`config.mk`:
```
export PLATFORM = sky130hd
export DESIGN_NAME = pd_tx_sequencer
export DESIGN_NICKNAME = d
export VERILOG_FILES = /design/src/rtl/pd_tx_sequencer.sv
export SDC_FILE = /design/constraint.sdc
export NUM_CORES = 1
export LEC_CHECK = 0
export ABC_AREA = 1
export CAP_MARGIN = 40
export CELL_PAD_IN_SITES_DETAIL_PLACEMENT = 2
export CELL_PAD_IN_SITES_GLOBAL_PLACEMENT = 2
export CORE_AREA = 2 2 562 564
export DETAILED_ROUTE_END_ITERATION = 10
export DIE_AREA = 0 0 564 566
export PLACE_DENSITY_LB_ADDON = 0.1
export SLEW_MARGIN = 10
export SYNTH_ARGS = -nofsm -noshare
export SYNTH_HDL_FRONTEND = slang
export SYNTH_SLANG_ARGS = --single-unit
```
`constraint.sdc`:
```
create_clock -name clk -period 4 [get_ports clk]
set_clock_uncertainty 0.05 [all_clocks]
set_input_delay 0.4 -clock clk [delete_from_list [all_inputs] [get_ports clk]]
set_output_delay 0.4 -clock clk [all_outputs]
set_load 0.01 [all_outputs]
```
`src/rtl/pd_tx_sequencer.sv`:
```
// pd_tx_sequencer: round-robin arbiter over miner-core found-hash requests, latching the
// winning 288-bit packet, then sequencing the 20-word shifter handshake to the transmitter.
// Optional build macro PD_TX_TIMEOUT_EN: abort a packet after TIMEOUT_CYCLES consecutive
// stalled SEND cycles (tx_timeout + data_sent pulse). Without it SEND waits indefinitely.
module pd_tx_sequencer #(
    parameter int unsigned N_CORES        = 4,
    parameter int unsigned PKT_WORDS      = 20,
    parameter int unsigned TIMEOUT_CYCLES = 1024
) (
    input  logic                   clk,
    input  logic                   n_rst,
    input  logic [N_CORES-1:0]     req,
    input  logic [N_CORES*288-1:0] hash_in,
    output logic [N_CORES-1:0]     grant,
    output logic [287:0]           valid_hash,
    output logic                   PID_en,
    output logic                   transmit_empty_en,
    input  logic                   tx_ready,
    output logic                   tx_valid,
    output logic                   read_enable,
    output logic                   data_sent,
    output logic [4:0]             word_idx,
    output logic                   busy,
    output logic                   tx_timeout
);

    localparam int unsigned PW        = (N_CORES > 1) ? $clog2(N_CORES) : 1;
    localparam logic [4:0]  LAST_WORD = 5'(PKT_WORDS - 1);

    typedef enum logic [1:0] {StIdle, StLatch, StSend, StDone} state_e;

    state_e             state_q, state_d;
    logic [PW-1:0]      ptr_q, ptr_d;
    logic [PW-1:0]      winner_q, winner_d;
    logic [N_CORES-1:0] grant_q, grant_d;
    logic [287:0]       hash_q, hash_d;
    logic [4:0]         idx_q, idx_d;

    logic               win_found;
    logic [PW-1:0]      win_idx;
    logic [PW:0]        cand;
    logic [287:0]       hash_arr [N_CORES];

    for (genvar g = 0; g < N_CORES; g++) begin : g_slice
        assign hash_arr[g] = hash_in[g*288 +: 288];
    end

    // Round-robin search: first set request strictly after the pointer, wrapping.
    always_comb begin
        win_found = 1'b0;
        win_idx   = '0;
        cand      = '0;
        for (int unsigned i = 1; i <= N_CORES; i++) begin
            cand = {1'b0, ptr_q} + (PW+1)'(i);
            if (cand >= (PW+1)'(N_CORES)) begin
                cand = cand - (PW+1)'(N_CORES);
            end
            if (!win_found && req[cand[PW-1:0]]) begin
                win_found = 1'b1;
                win_idx   = cand[PW-1:0];
            end
        end
    end

`ifdef PD_TX_TIMEOUT_EN
    localparam int unsigned SW = $clog2(TIMEOUT_CYCLES + 1);

    logic [SW-1:0] stall_q, stall_d;
    logic          abort_q, abort_d;

    // Consecutive-stall counter; the cycle after it expires carries the abort pulse.
    always_comb begin
        stall_d = '0;
        abort_d = 1'b0;
        if (state_q == StSend && !tx_ready) begin
            if (stall_q == SW'(TIMEOUT_CYCLES - 1)) begin
                abort_d = 1'b1;
            end else begin
                stall_d = stall_q + 1'b1;
            end
        end
    end

    // Stall counter and abort pulse registers.
    always_ff @(posedge clk or negedge n_rst) begin
        if (!n_rst) begin
            stall_q <= '0;
            abort_q <= 1'b0;
        end else begin
            stall_q <= stall_d;
            abort_q <= abort_d;
        end
    end
`else
    logic abort_d;
    logic abort_q;
    logic unused_timeout;

    assign abort_d        = 1'b0;
    assign abort_q        = 1'b0;
    assign unused_timeout = ^TIMEOUT_CYCLES;
`endif

    // Next-state: arbitration in IDLE, pointer update in LATCH, word counting in SEND.
    always_comb begin
        state_d  = state_q;
        ptr_d    = ptr_q;
        winner_d = winner_q;
        grant_d  = '0;
        hash_d   = hash_q;
        idx_d    = idx_q;
        unique case (state_q)
            StIdle: begin
                if (win_found) begin
                    hash_d   = hash_arr[win_idx];
                    grant_d  = N_CORES'(1) << win_idx;
                    winner_d = win_idx;
                    state_d  = StLatch;
                end
            end
            StLatch: begin
                ptr_d   = winner_q;
                idx_d   = '0;
                state_d = StSend;
            end
            StSend: begin
                if (tx_ready) begin
                    if (idx_q == LAST_WORD) begin
                        idx_d   = '0;
                        state_d = StDone;
                    end else begin
                        idx_d = idx_q + 5'd1;
                    end
                end else if (abort_d) begin
                    // Stalled too long: drop the packet, keep the pointer on the aborted winner.
                    idx_d   = '0;
                    state_d = StIdle;
                end
            end
            StDone: begin
                state_d = StIdle;
            end
            default: begin
                state_d = StIdle;
            end
        endcase
    end

    // State registers; pointer resets to the last core so core 0 wins first.
    always_ff @(posedge clk or negedge n_rst) begin
        if (!n_rst) begin
            state_q  <= StIdle;
            ptr_q    <= PW'(N_CORES - 1);
            winner_q <= '0;
            grant_q  <= '0;
            hash_q   <= '0;
            idx_q    <= '0;
        end else begin
            state_q  <= state_d;
            ptr_q    <= ptr_d;
            winner_q <= winner_d;
            grant_q  <= grant_d;
            hash_q   <= hash_d;
            idx_q    <= idx_d;
        end
    end

    // Outputs decoded from the current state; grant_q is only non-zero during LATCH.
    always_comb begin
        grant             = grant_q;
        valid_hash        = hash_q;
        PID_en            = (state_q == StLatch);
        transmit_empty_en = (state_q == StLatch);
        tx_valid          = (state_q == StSend);
        read_enable       = (state_q == StSend) & tx_ready;
        data_sent         = (state_q == StDone) | abort_q;
        word_idx          = idx_q;
        busy              = (state_q != StIdle);
        tx_timeout        = abort_q;
    end

endmodule

```
==> flow_summary_export.csv, run 1 <==
group,metric,value,unit
cts,cts_sinks,303,
synth,post-synth-top-count-cell,"nand2_1",
sta,min_period,3.321,ns
cts,root_buffer,"clkbuf_16",
die,start_util,0.07800,
synth,ys_seq_area_frac,0.3103,
flow_run,drv_cap,0,
synth,synthTopCellsByCount,"1488 x nand2_1, 888 x inv_1, 456 x nand3_1",
setup_path,critPathMaxFanout,93,
grt,grt_util_all_layers,0.1494,
sta,maxSlewViolCount,0,
placement,dp_hpwl,196.1,mm
detailed_routing,wl_per_cell,25.49,um
pwr,ir_drop,0.0005548,V
cts,htreeDepth,2,
cts,cts.clk_slew.worst_paths,0.06,ns
sta,rsz0062_at_grt,"no",
grt,antenna_found_initial,172,
synth,yosys-top-cells-area,"dfrtp_1 31%, nand2_1 23%, inv_1 14%",
setup_path,r2r-start,"ptr_q[0]$_DFFE_PN1P_",
synth,synth_top_area_cell,"dfrtp_1",
die,io_pins,1463,
status,status,"complete, no violations",
sta,fin_setup_tns,0,ns
cts,clock_path_buffers,3,
setup_path,cp.required,4.51,ns
cts,numCtsBuffers,55,
final_layout,drive_gt1_frac,0.04029,
final_layout,postLayoutCoreUtil,0.1469,
sta,fin_crit_sh,0.8302,
cts,cts_tree,"done",
die,die_y,566,um
final_layout,nFillCells,37130,
cts,insertion_delay,0.70,ns
pwr,p_total,44.16,mW
sta,setup_viol,0,
detailed_routing,num_vias,32580,
die,row_count,206,
sta,fmax,301.1,MHz
synth,syn_area,24450,sq um
die,fp.dieW,564,um
detailed_routing,drc_errors,0,
pwr,pwr_density_cell,959.3,nW/um^2
cts,postCtsSetupBuffers,0,
setup_path,crit_type,"reg -> reg",
final_layout,area_growth,88.31,%
synth,synth_top_area_frac,0.3081,
setup_path,regToRegEndpoint,"valid_hash[18]$_DFFE_PN0P_",
sta,report.final.hold_viol_count,0,
detailed_routing,drt_pre_antenna_iters,5,
synth,yosysUniqueCellTypes,30,
grt,overflow,0,
detailed_routing,final_antenna_net_count,0,
setup_path,start_kind,"flip-flop",
setup_path,endpoint_kind,"flip-flop",
detailed_routing,vias_per_cell,3.390,
synth,synth.net_count,5211,
setup_path,critPathArrivalTime,3.83,ns
pwr,p_leak,21.81,nW
setup_path,rrSetupSlack,0.68,ns
die,die_area,319200,sq um
synth,avgSynthCellArea,6.041,sq um
placement,gp_routability_congestion,0.7781,
hold_path,hp-class,"in -> async",
sta,maxSlewHeadroom,0.3717,
detailed_routing,drt_iter0_markers,1285,
final_layout,nNetsFinal,6537,
synth,ys_ff_latch,303,
detailed_routing,wl,244.9,mm
synth,netlist_instances,4047,
synth,synth-async-reset-ratio,1.000,
synth,synth_edf_count,0,
final_layout,multi_input_area,11940,sq um
placement,io_buffers,1461,
setup_path,ff2ff_path_depth,13,
final_layout,seq_area,7585,sq um
sta,worstMarginPinSlew,0.9425,ns
die,coreArea,313400,sq um
synth,yosys_warnings,0,
grt,grt_pass1_wl,328.9,mm
grt,grt_pass1_vias,36180,
synth,synthFlopType,"dfrtp_1",
grt,grt_max_degree,105,
[metrics by stage]
| stage | cells | hold slack (ns) | area [sq um] | worst slack, ns |
|---|---|---|---|---|
| floorplan | 4047 | 0.05441 | 24450 | 1.833 |
| global placement | 9474 | 0.3499 | 44180 | 0.4338 |
| detailed placement | 9475 | 0.3302 | 44200 | 0.4491 |
| CTS | 9571 | 0.1306 | 45930 | 0.6050 |
| global route | 9578 | 0.1663 | 45950 | 0.4090 |
| finish | 9611 | 0.1615 | 46030 | 0.6792 |
[cell type report]
class | instances | area share
timing repair buffer | 1583 | 0.3500
clock buffer | 85 | 0.03498
clock inverter | 10 | 0.002501
inverter | 893 | 0.07320
sequential | 303 | 0.1648
tap | 4160 | 0.1131
antenna | 40 | 0.002174
multi-input combinational | 2537 | 0.2594
[cells by family after synthesis]
family | synth area share
AND/OR/NAND/NOR | 0.4136
buffers and inverters | 0.2036
flip-flops | 0.3103
AO/OA/AOI/OAI | 0.06992
adder cells (fa/ha/maj) | 0.002559
other | 0.0001534
[power breakdown]
group	leakage [nW]	switching (mW)	internal, mW
Sequential	3.73	1.04	4.73
Combinational	17.2	22.2	11.2
Clock	0.848	2.11	2.86
Total	21.8	25.4	18.8
[metal layers]
layer | up-vias | GRT usage | wire [um]
li1 | 15330 | - | -
met1 | 15710 | 0.1723 | 99980
met2 | 1089 | 0.2618 | 118500
met3 | 346 | 0.05922 | 21830
met4 | 104 | 0.02221 | 3925
met5 | - | 0 | 687
[worst max-delay path, stage by stage, from the launching register on]
cell,delay [ns]
dfstp_2,0.67
inv_4,0.11
nand2_1,0.09
nand3_1,0.10
nand2_1,0.17
nor2_4,0.09
nand4_4,0.10
buf_12,0.23
buf_12,0.35
nand4_1,0.39
nand3_1,0.27
nand2_1,0.10
nand2_1,0.07
nand2_1,0.05
[worst max path at each step]
stage / slack, ns / cells after the start / from / end
after floorplan: 1.83 / 15 / ptr_q[0]$_DFFE_PN1P_ / valid_hash[130]$_DFFE_PN0P_
after global placement: 0.43 / 14 / req[2] / valid_hash[18]$_DFFE_PN0P_
after detailed placement: 0.45 / 12 / req[2] / valid_hash[212]$_DFFE_PN0P_
after CTS: 0.60 / 13 / ptr_q[0]$_DFFE_PN1P_ / valid_hash[18]$_DFFE_PN0P_
after global routing: 0.41 / 13 / ptr_q[0]$_DFFE_PN1P_ / valid_hash[255]$_DFFE_PN0P_
final: 0.68 / 13 / ptr_q[0]$_DFFE_PN1P_ / valid_hash[18]$_DFFE_PN0P_
[state kept, by name (all words and copies together), names as in the netlist]
register	flops
valid_hash	288
word_idx	5
grant	4
ptr_q	2
state_q	2
winner_q	2
[repair_timing]
item / in CTS / in global routing
hold buffers: 1 / 0
resized for setup: 0 / 0
endpoints found under the hold margin: 36 / 0
[cells in the final DEF (no fill, tap or decap), types with 45 or more instances in the layout]
cell type	synthesis	routed
nand2_1	1488	1487
clkdlybuf4s50_1	0	1460
inv_1	888	887
nand3_1	456	456
nand4_1	330	330
dfrtp_1	301	301
o211ai_1	218	218
buf_4	15	76
clkbuf_16	0	56
buf_12	0	45
No activity file was read; power rests on OpenSTA's default activity.
==> inputs of run 2 (changes only) <==
--- a/config.mk
+++ b/config.mk
@@ -9,9 +9,9 @@
 export CAP_MARGIN = 40
 export CELL_PAD_IN_SITES_DETAIL_PLACEMENT = 2
 export CELL_PAD_IN_SITES_GLOBAL_PLACEMENT = 2
-export CORE_AREA = 2 2 562 564
+export CORE_AREA = 2 2 578 580
 export DETAILED_ROUTE_END_ITERATION = 10
-export DIE_AREA = 0 0 564 566
+export DIE_AREA = 0 0 580 582
 export PLACE_DENSITY_LB_ADDON = 0.1
 export SLEW_MARGIN = 10
 export SYNTH_ARGS = -nofsm -noshare
==> constraint.sdc (replaced) <==
create_clock -name clk -period 3.39 [get_ports clk]
set_clock_uncertainty 0.05 [all_clocks]
set_input_delay 0.339 -clock clk [delete_from_list [all_inputs] [get_ports clk]]
set_output_delay 0.339 -clock clk [all_outputs]
set_load 0.01 [all_outputs]
==> run 2 against run 1 <==
Against the previous run: setup slack worse by 0.44 ns; critical path depth increased by 1; flip-flop and latch count unchanged; design area increased by 3.0%; largest power group unchanged; critical endpoint is now valid_hash[209]$_DFFE_PN0P_.
==> flow_summary_export.csv, run 2 (synthesis results as in run 1) <==
group,metric,value,unit
grt,gr-usage-met1,0.1774,
final_layout,layout_commonest_cell,"nand2_1",
final_layout,postLayoutCoreUtil,0.1429,
setup_path,cp.required,3.91,ns
sta,fin_crit_sh,0.9293,
die,coreArea,331800,sq um
flow_run,drv_cap,0,
pwr,sequentialPowerShare,0.127,
sta,finalWorstSetupSlack,0.2396,ns
setup_path,critPathMaxFanout,10,
cts,insertion_delay,0.75,ns
placement,io_buffers,1461,
die,start_util,0.07367,
cts,cts_resized,0,
setup_path,crit_type,"reg -> reg",
setup_path,crit_end,"valid_hash[209]$_DFFE_PN0P_",
placement,dp_hpwl,207.4,mm
cts,cts_sinks,303,
final_layout,largest_reg_flops,288,
setup_path,critPathArrivalTime,3.67,ns
detailed_routing,drc_errors,0,
pwr,pwr_density_cell,1143,nW/um^2
detailed_routing,wl,254.3,mm
grt,overflow,0,
grt,grt_util_all_layers,0.1470,
placement,gp_routability_congestion,0.7720,
detailed_routing,final_antenna_net_count,0,
detailed_routing,drt_pre_antenna_iters,5,
detailed_routing,num_vias,32980,
pwr,share_clk_of_total_power,0.121,
cts,numCtsBuffers,58,
setup_path,ff2ff_path_depth,14,
hold_path,hp-class,"in -> async",
detailed_routing,drt_iter0_markers,1285,
sta,min_period,3.150,ns
pwr,p_int,23.82,mW
setup_path,endpoint_kind,"flip-flop",
cts,clock_path_buffers,3,
cts,htreeDepth,2,
cts,cts.clk_slew.worst_paths,0.06,ns
grt,grt_max_degree,104,
detailed_routing,vias_per_cell,3.325,
final_layout,nNetsFinal,6605,
sta,rsz0062_at_grt,"no",
cts,root_buffer,"clkbuf_16",
die,fp.dieW,580,um
setup_path,crit_start,"ptr_q[0]$_DFFE_PN1P_",
pwr,power.net_switching,30.38,mW
sta,setup_viol,0,
pwr,p_leak,22.37,nW
detailed_routing,wl_per_cell,25.64,um
sta,maxSlewHeadroom,0.2252,
setup_path,rrSetupSlack,0.24,ns
final_layout,final_cell_mix,"1487 x nand2_1, 1460 x clkdlybuf4s50_1, 887 x inv_1",
sta,report.final.hold_viol_count,0,
die,die_y,582,um
sta,worstMarginPinSlew,1.162,ns
final_layout,drive_gt1_frac,0.05539,
sta,fmax,317.4,MHz
final_layout,area_growth,93.93,%
die,row_count,212,
setup_path,regToRegEndpoint,"valid_hash[209]$_DFFE_PN0P_",
cts,cts_tree,"done",
grt,use_met3,0.05055,
pwr,ir_drop,0.001489,V
grt,grt_pass1_wl,341.3,mm
grt,antenna_found_initial,169,
die,io_pins,1463,
pwr,combPwrFrac,0.752,
setup_path,r2r-start,"ptr_q[0]$_DFFE_PN1P_",
sta,maxSlewViolCount,0,
grt,busiest_layer,"met2",
die,die_area,337600,sq um
setup_path,start_kind,"flip-flop",
placement,dp_worst_setup_slack,-0.1047,ns
status,status,"complete, no violations",
grt,met2_usage,0.2528,
grt,grt_pass1_vias,36960,
pwr,p_sw_frac,0.5605,
sta,fin_setup_tns,0,ns
[run 2: cell count changes in the layout (fill, tap and decap cells not counted), sizes merged]
cell | before | now
clkinvlp | 0 | 3
bufinv | 2 | 7
clkinv | 7 | 19
buf | 122 | 187
diode | 40 | 42
clkbuf | 85 | 77
[run 2: per-layer routing]
| layer | wire [um] | vias to the layer above |
|---|---|---|
| li1 | - | 15500 |
| met1 | 108100 | 15940 |
| met2 | 122100 | 1090 |
| met3 | 19280 | 342 |
| met4 | 4239 | 100 |
| met5 | 609 | - |
[run 2: critical path, cell delays in order, from the launching register on]
cell,delay (ns)
dfstp_2,0.60
inv_4,0.10
nand2_1,0.07
nand2_1,0.08
nand2_1,0.14
nand2_2,0.09
nor2_4,0.19
nand4_1,0.32
buf_4,0.28
nand2_8,0.16
nor2_4,0.07
buf_12,0.17
buf_4,0.19
o211ai_1,0.29
nand3_1,0.13
[run 2: worst min path at each step]
stage,endpoint,slack [ns]
6_report,valid_hash[260]$_DFFE_PN0P_,0.17
5_1_grt,valid_hash[75]$_DFFE_PN0P_,0.13
4_1_cts,valid_hash[75]$_DFFE_PN0P_,0.06
3_5_place_dp,valid_hash[248]$_DFFE_PN0P_,0.42
3_3_place_gp,valid_hash[174]$_DFFE_PN0P_,0.41
2_1_floorplan,grant[0]$_DFF_PN0_,-0.007
[run 2: stage by stage]
step | hold WS, ns | instances | power (mW) | instance area (sq um)
2_1_floorplan | -0.006591 | 4047 | 27.16 | 24450
3_3_place_gp | 0.4121 | 9765 | 49.61 | 45270
3_5_place_dp | 0.4167 | 9765 | 49.80 | 45270
4_1_cts | 0.06454 | 9873 | 57.00 | 47280
5_1_grt | 0.1267 | 9888 | 60.19 | 47340
6_report | 0.1735 | 9917 | 54.20 | 47410
[run 2: final cells by class]
type	count	area, sq um
Tap cell	4387	5489
Timing Repair Buffer	1648	16920
Sequential cell	303	7585
Antenna cell	42	105.1
Clock buffer	77	1613
Multi-Input combinational cell	2537	11940
Fill cell	39180	284400
Clock inverter	30	384.1
Inverter	893	3369
[run 2: timing repair]
item,4_1_cts,5_1_grt
setup endpoints to repair,1,8
hold endpoints to repair,36,0
setup buffers,0,2
hold buffers,1,0
pin swaps,1,2
[run 2: power groups by stage]
stage | logic (mW) | clock network [mW] | registers, mW
after detailed placement | 42.8 | 0 | 6.96
final | 40.8 | 6.58 | 6.86
after floorplan | 19.8 | 0 | 7.32
after CTS | 43.0 | 7.03 | 6.95
after global routing | 46.0 | 7.07 | 7.16
after global placement | 42.7 | 0 | 6.94
